`src/rtl/mc_ctrl_fsm_pkg.sv`:
```
// Shared definitions for the multicycle ARM main controller: state encodings,
// datapath select codes and the ALU operation decode helper.
package mc_ctrl_fsm_pkg;

  typedef enum logic [3:0] {
    S_FETCH  = 4'd0,
    S_DECODE = 4'd1,
    S_MEMADR = 4'd2,
    S_MEMRD  = 4'd3,
    S_MEMWB  = 4'd4,
    S_MEMWR  = 4'd5,
    S_EXECR  = 4'd6,
    S_EXECI  = 4'd7,
    S_ALUWB  = 4'd8,
    S_BRANCH = 4'd9
  } state_t;

  localparam logic [1:0] OP_DP  = 2'b00;
  localparam logic [1:0] OP_MEM = 2'b01;
  localparam logic [1:0] OP_BR  = 2'b10;

  localparam logic [1:0] ALU_ADD = 2'b00;
  localparam logic [1:0] ALU_SUB = 2'b01;
  localparam logic [1:0] ALU_AND = 2'b10;
  localparam logic [1:0] ALU_ORR = 2'b11;

  localparam logic [1:0] SRCA_RD1    = 2'b00;
  localparam logic [1:0] SRCA_PC     = 2'b01;
  localparam logic [1:0] SRCA_ALUOUT = 2'b10;

  localparam logic [1:0] SRCB_RD2  = 2'b00;
  localparam logic [1:0] SRCB_EXT  = 2'b01;
  localparam logic [1:0] SRCB_FOUR = 2'b10;

  localparam logic [1:0] RES_ALUOUT = 2'b00;
  localparam logic [1:0] RES_DATA   = 2'b01;
  localparam logic [1:0] RES_ALURES = 2'b10;

  // Data-processing cmd field to ALU operation; unknown cmds fall back to ADD.
  function automatic logic [1:0] alu_ctrl_decode(input logic alu_op, input logic [3:0] cmd);
    logic [1:0] ctrl;
    ctrl = ALU_ADD;
    if (alu_op) begin
      case (cmd)
        4'b0100: ctrl = ALU_ADD;
        4'b0010: ctrl = ALU_SUB;
        4'b0000: ctrl = ALU_AND;
        4'b1100: ctrl = ALU_ORR;
        default: ctrl = ALU_ADD;
      endcase
    end else begin
      ctrl = ALU_ADD;
    end
    return ctrl;
  endfunction

endpackage

```
`src/rtl/mc_ctrl_fsm_alu_dec.sv`:
```
// Combinational ALU decoder: picks the ALU operation and the flag-write
// strobes, which are only meaningful in the ALU writeback state.
module mc_ctrl_fsm_alu_dec
  import mc_ctrl_fsm_pkg::*;
(
  input  logic       alu_op,
  input  logic [4:0] funct,
  input  state_t     state,
  output logic [1:0] alu_control,
  output logic [1:0] flag_w
);

  logic [1:0] ctrl_s;

  // Operation select and flag-write decode.
  always_comb begin
    ctrl_s = alu_ctrl_decode(alu_op, funct[4:1]);
    flag_w = 2'b00;
    if (state == S_ALUWB) begin
      // Logical ops (AND/ORR) leave C and V untouched.
      flag_w = {funct[0], funct[0] & ~ctrl_s[1]};
    end else begin
      flag_w = 2'b00;
    end
    alu_control = ctrl_s;
  end

endmodule

```
`src/rtl/mc_ctrl_fsm.sv`:
```
// Multicycle ARM main controller: Moore FSM sequencing fetch/decode/execute/
// writeback, plus the instruction-field decode feeding condlogic and datapath.
module mc_ctrl_fsm
  import mc_ctrl_fsm_pkg::*;
#(
  parameter logic [3:0] PC_IDX = 4'd15
) (
  input  logic       clk,
  input  logic       reset,
  input  logic [1:0] Op,
  input  logic [5:0] Funct,
  input  logic [3:0] Rd,
  output logic       IRWrite,
  output logic       AdrSrc,
  output logic [1:0] ALUSrcA,
  output logic [1:0] ALUSrcB,
  output logic [1:0] ResultSrc,
  output logic [1:0] ALUControl,
  output logic [1:0] ImmSrc,
  output logic [1:0] RegSrc,
  output logic       NextPC,
  output logic       RegW,
  output logic       MemW,
  output logic [1:0] FlagW,
  output logic       PCS,
  output logic [3:0] state
);

  state_t     state_r;
  logic       exec_imm_r;

  logic       irwrite_s;
  logic       nextpc_s;
  logic       regw_s;
  logic       memw_s;
  logic       adrsrc_s;
  logic       alu_op_s;
  logic [1:0] src_a_s;
  logic [1:0] src_b_s;
  logic [1:0] res_src_s;
  logic [1:0] alu_control_s;
  logic [1:0] flag_w_s;

  // Instruction sequencer; exec_imm remembers which EXEC state fed ALUWB.
  always_ff @(posedge clk or negedge reset) begin
    if (!reset) begin
      state_r    <= S_FETCH;
      exec_imm_r <= 1'b0;
    end else begin
      case (state_r)
        S_FETCH:  state_r <= S_DECODE;
        S_DECODE: begin
          case (Op)
            OP_MEM:  state_r <= S_MEMADR;
            OP_DP:   state_r <= Funct[5] ? S_EXECI : S_EXECR;
            OP_BR:   state_r <= S_BRANCH;
            default: state_r <= S_FETCH;
          endcase
        end
        S_MEMADR: state_r <= Funct[0] ? S_MEMRD : S_MEMWR;
        S_MEMRD:  state_r <= S_MEMWB;
        S_MEMWB:  state_r <= S_FETCH;
        S_MEMWR:  state_r <= S_FETCH;
        S_EXECR: begin
          exec_imm_r <= 1'b0;
          state_r    <= S_ALUWB;
        end
        S_EXECI: begin
          exec_imm_r <= 1'b1;
          state_r    <= S_ALUWB;
        end
        S_ALUWB:  state_r <= S_FETCH;
        S_BRANCH: state_r <= S_FETCH;
        default:  state_r <= S_FETCH;
      endcase
    end
  end

  // Moore decode of datapath selects and raw strobes from the current state.
  always_comb begin
    irwrite_s = 1'b0;
    nextpc_s  = 1'b0;
    regw_s    = 1'b0;
    memw_s    = 1'b0;
    adrsrc_s  = 1'b0;
    alu_op_s  = 1'b0;
    src_a_s   = SRCA_RD1;
    src_b_s   = SRCB_RD2;
    res_src_s = RES_ALUOUT;
    case (state_r)
      S_FETCH: begin
        irwrite_s = 1'b1;
        nextpc_s  = 1'b1;
        src_a_s   = SRCA_PC;
        src_b_s   = SRCB_FOUR;
        res_src_s = RES_ALURES;
      end
      S_DECODE: begin
        src_a_s   = SRCA_PC;
        src_b_s   = SRCB_FOUR;
        res_src_s = RES_ALURES;
      end
      S_MEMADR: src_b_s = SRCB_EXT;
      S_MEMRD:  adrsrc_s = 1'b1;
      S_MEMWR: begin
        adrsrc_s = 1'b1;
        memw_s   = 1'b1;
      end
      S_MEMWB: begin
        res_src_s = RES_DATA;
        regw_s    = 1'b1;
      end
      S_EXECR:  alu_op_s = 1'b1;
      S_EXECI: begin
        src_b_s  = SRCB_EXT;
        alu_op_s = 1'b1;
      end
      S_ALUWB: begin
        regw_s   = 1'b1;
        alu_op_s = 1'b1;
        src_b_s  = exec_imm_r ? SRCB_EXT : SRCB_RD2;
      end
      S_BRANCH: begin
        src_a_s   = SRCA_ALUOUT;
        src_b_s   = SRCB_EXT;
        res_src_s = RES_ALURES;
      end
      default: begin
        irwrite_s = 1'b0;
        nextpc_s  = 1'b0;
      end
    endcase
  end

  mc_ctrl_fsm_alu_dec u_alu_dec (
    .alu_op      (alu_op_s),
    .funct       (Funct[4:0]),
    .state       (state_r),
    .alu_control (alu_control_s),
    .flag_w      (flag_w_s)
  );

  // Strobes are gated by reset so an aborted instruction cannot leak a write
  // in the cycle reset falls, before the state flop has visibly settled.
  assign IRWrite    = irwrite_s & reset;
  assign NextPC     = nextpc_s & reset;
  assign RegW       = regw_s & reset;
  assign MemW       = memw_s & reset;
  assign FlagW      = flag_w_s & {2{reset}};
  assign PCS        = reset & ((regw_s & (Rd == PC_IDX)) | (state_r == S_BRANCH));

  assign AdrSrc     = adrsrc_s;
  assign ALUSrcA    = src_a_s;
  assign ALUSrcB    = src_b_s;
  assign ResultSrc  = res_src_s;
  assign ALUControl = alu_control_s;
  assign ImmSrc     = Op;
  assign RegSrc     = {Op == OP_MEM, Op == OP_BR};
  assign state      = state_r;

endmodule
```
`config.mk`:
```
export PLATFORM = sky130hd
export DESIGN_NAME = mc_ctrl_fsm
export DESIGN_NICKNAME = d
export VERILOG_FILES = /design/src/rtl/mc_ctrl_fsm_pkg.sv /design/src/rtl/mc_ctrl_fsm_alu_dec.sv /design/src/rtl/mc_ctrl_fsm.sv
export SDC_FILE = /design/constraint.sdc
export NUM_CORES = 1
export LEC_CHECK = 0
export CORE_UTILIZATION = 33
export CTS_CLUSTER_SIZE = 14
export DETAILED_ROUTE_END_ITERATION = 7
export PLACE_DENSITY = 0.83
export SETUP_SLACK_MARGIN = 0.15
export SLEW_MARGIN = 10
export SYNTH_ARGS = -nofsm -noshare
export SYNTH_HDL_FRONTEND = slang
export SYNTH_SLANG_ARGS = --single-unit
export TNS_END_PERCENT = 5
```
`constraint.sdc`:
```
create_clock -name clk -period 1.3 [get_ports clk]
set_clock_uncertainty 0.05 [all_clocks]
set_input_delay 0.26 -clock clk [delete_from_list [all_inputs] [get_ports clk]]
set_output_delay 0.26 -clock clk [all_outputs]
set_load 0.03 [all_outputs]
```
==> reports/qor.yml <==
status:
  outcome: "complete, but fails checks"
  violations: "negative setup slack"
placed_design:
  place_congestion: 0.7306
  place_ws_ns: -0.7802
  dp.cells: 131
  dpl.hpwl_mm: 1.579
  port_buffers: 37
  place_area_um2: 1062
grt:
  grt_usage_pct: 29.44
  grt_start_max_net_pins: 14
  grt_pass1_vias: 771
  antenna_found_initial: 0
  overflow: 0
  grt_pass1_wl_mm: 3.201
drt:
  avgRoutedWirePerCell_um: 16.66
  drc: 0
  routed_wl_mm: 2.266
  via_count: 715
  viasPerCell: 5.257
  drtAntennaViolNets: 0
  first_pass_iters: 2
  drt_iter0_drc: 8
yosys:
  synthCells: 64
  synth_top_area_share_pct: 24.45
  avgSynthCellArea_um2: 7.996
  synth.area.top_cells: "dfrtp_1 24%, buf_4 8.8%, nor3_1 7.8%, nand2b_1 4.9%, a21oi_1 3.9%"
  seq_area_frac_synth_pct: 24.45
  ys.flop_type: "dfrtp_1"
  synth_common_cells: "8 x nor3_1, 6 x buf_4, 5 x dfrtp_1, 5 x nor2_1"
  synthesis.nets: 78
  synth_edf_count: 0
  ys_types: 31
  syn_area_um2: 511.7
  synth_largest_area_cell: "dfrtp_1"
  ys_async_sr_fraction_pct: 100.0
  synth_seq_cells: 5
  yosysWarnings: 0
  synth_most_common_cell: "nor3_1"
timing:
  tightestPinTransition_ns: 0.3196
  min_period_ns: 1.833
  slew_violations: 0
  slew_headroom_pct: 78.41
  hold_violations: 0
  rsz0062_at_grt: "true"
  min_period_over_period_pct: 141.0
  finalSetupViolations: 21
  setup_slack_ns: -0.5332
  fmax_mhz: 545.5
final_layout:
  insertedDiodeCount: 0
  instances_no_fill: 136
  finalInstanceArea_um2: 1176
  drive_above_1_share_pct: 67.77
  syn_to_final_growth_pct: 129.8
  postLayoutCoreUtil_pct: 86.08
  nNetsFinal: 136
setup_path:
  crit_fanout: 4
  start_kind: "flip-flop"
  cp.required_ns: 0.99
  arrival_ns: 1.52
  critPathKind: "reg -> out"
  cp-end-kind: "output pin"
clock_tree:
  cts-hold-fix-buffers: 0
  numCtsBuffers: 3
  clk_pin_slew_worst_paths_ns: 0.04
  clock_sinks: 5
  root_buffer: "clkbuf_4"
  clk_latency_ns: 0.24
  cts_buffer_depth: 2
  h-tree-depth: 1
  cts_tree: "built"
worst_hold_path:
  hold_path_class: "in -> async"
power:
  p_leak_nw: 0.5262
  total_power_mw: 3.088
  power_density_nw_per_um2: 2625
  peakVddDrop_mv: 1.874
floorplan:
  io_pins: 38
  initial_utilization_pct: 37.45
  die_y_um: 41.38
  core_area_um2: 1366
  dieArea_um2: 1712
  die_width_um: 41.38
  row_count: 13
flow_run:
  max_cap_viol_count: 0
state kept, by name, summed over array words and instances (netlist names):
| register | count |
|---|---|
| state | 4 |
| exec_imm_r | 1 |
timing repair:
item                       4_1_cts  5_1_grt
gates cloned                     0        0
buffers inserted                 1        0
pin swaps                        4        1
setup endpoints to repair       29       28
resized for setup               17       13
layout by cell type (no fill, tap or decap), drive strengths merged:
master,count
nand2b,4
a211oi,1
clkdlybuf4s50,11
a21oi,4
mux2,1
and3b,1
nand4b,1
o211ai,1
nor3b,1
clkdlybuf4s15,1
and4,1
nor3,9
xor2,2
clkbuf,6
nor2,5
buf,46
dfrtp,5
o22a,1
o31a,1
nor4b,1
inv,3
nor4,1
o21ai,2
a21boi,1
xnor2,1
and2b,1
a41oi,1
a22oi,1
o31ai,1
nor2b,3
nand2,3
path summary, 6_finish.rpt:
check / to / from / slack (ns) / depth (start not counted)
worst max-delay path: ALUControl[1] / state[3]$_DFF_PN0_ / -0.53 / 5
worst min-delay path: exec_imm_r$_DFFE_PN0P_ / reset / 0.34 / 2
worst min register to register: exec_imm_r$_DFFE_PN0P_ / exec_imm_r$_DFFE_PN0P_ / 0.47 / 1
worst max register to register: state[1]$_DFF_PN0_ / state[1]$_DFF_PN0_ / -0.11 / 5
min in group clk: state[1]$_DFF_PN0_ / Op[1] / 0.44 / 4
max in group asynchronous: state[1]$_DFF_PN0_ / reset / 0.74 / 2
cell families after synthesis:
group                     count (synthesis)  share of synthesized area (%)
AOI/OAI and AO/OA                        14                          18.34
xor gates and xnor gates                  3                          5.135
DFF                                       5                          24.45
buffers and inverters                    10                          11.73
muxes                                     1                          2.200
and+or+nand+nor                          31                          38.14
through the flow:
| stage | setup TNS [ns] | hold slack [ns] |
|---|---|---|
| 6_report | -6.810 | 0.3445 |
| 5_1_grt | -8.039 | 0.3912 |
| 4_1_cts | -6.878 | 0.3420 |
| 3_5_place_dp | -4.910 | 0.4374 |
| 3_3_place_gp | -4.403 | 0.4277 |
| 2_1_floorplan | -3.184 | -0.08559 |
worst max-delay path: stages (launching register included):
cell	delay [ns]
dfrtp_2	0.41
and2b_1	0.23
a22oi_2	0.12
buf_4	0.15
nor4_4	0.21
buf_6	0.16
final cells by class:
class	count	area (um^2)
repair buffers	60	519.2
multi-input cells	49	470.5
fillers	77	190.2
flip-flops and latches	5	130.1
clock buffers	4	26.28
well taps	15	18.77
inverters	3	11.26
layer usage:
metal	vias up	track usage, %	wire [um]
met5	-	0	0
met4	0	16.13	34
met3	4	3.191	79
met2	22	59.77	1347
met1	348	27.92	805
li1	341	-	-
power breakdown:
group	total [mW]	switching [mW]	leakage (nW)	internal (mW)
clock	0.175	0.0597	0.0150	0.116
sequential	0.334	0.0925	0.0587	0.242
combinational	2.58	1.43	0.453	1.15
total	3.09	1.58	0.526	1.51
No activity file was read; power rests on OpenSTA's default activity.
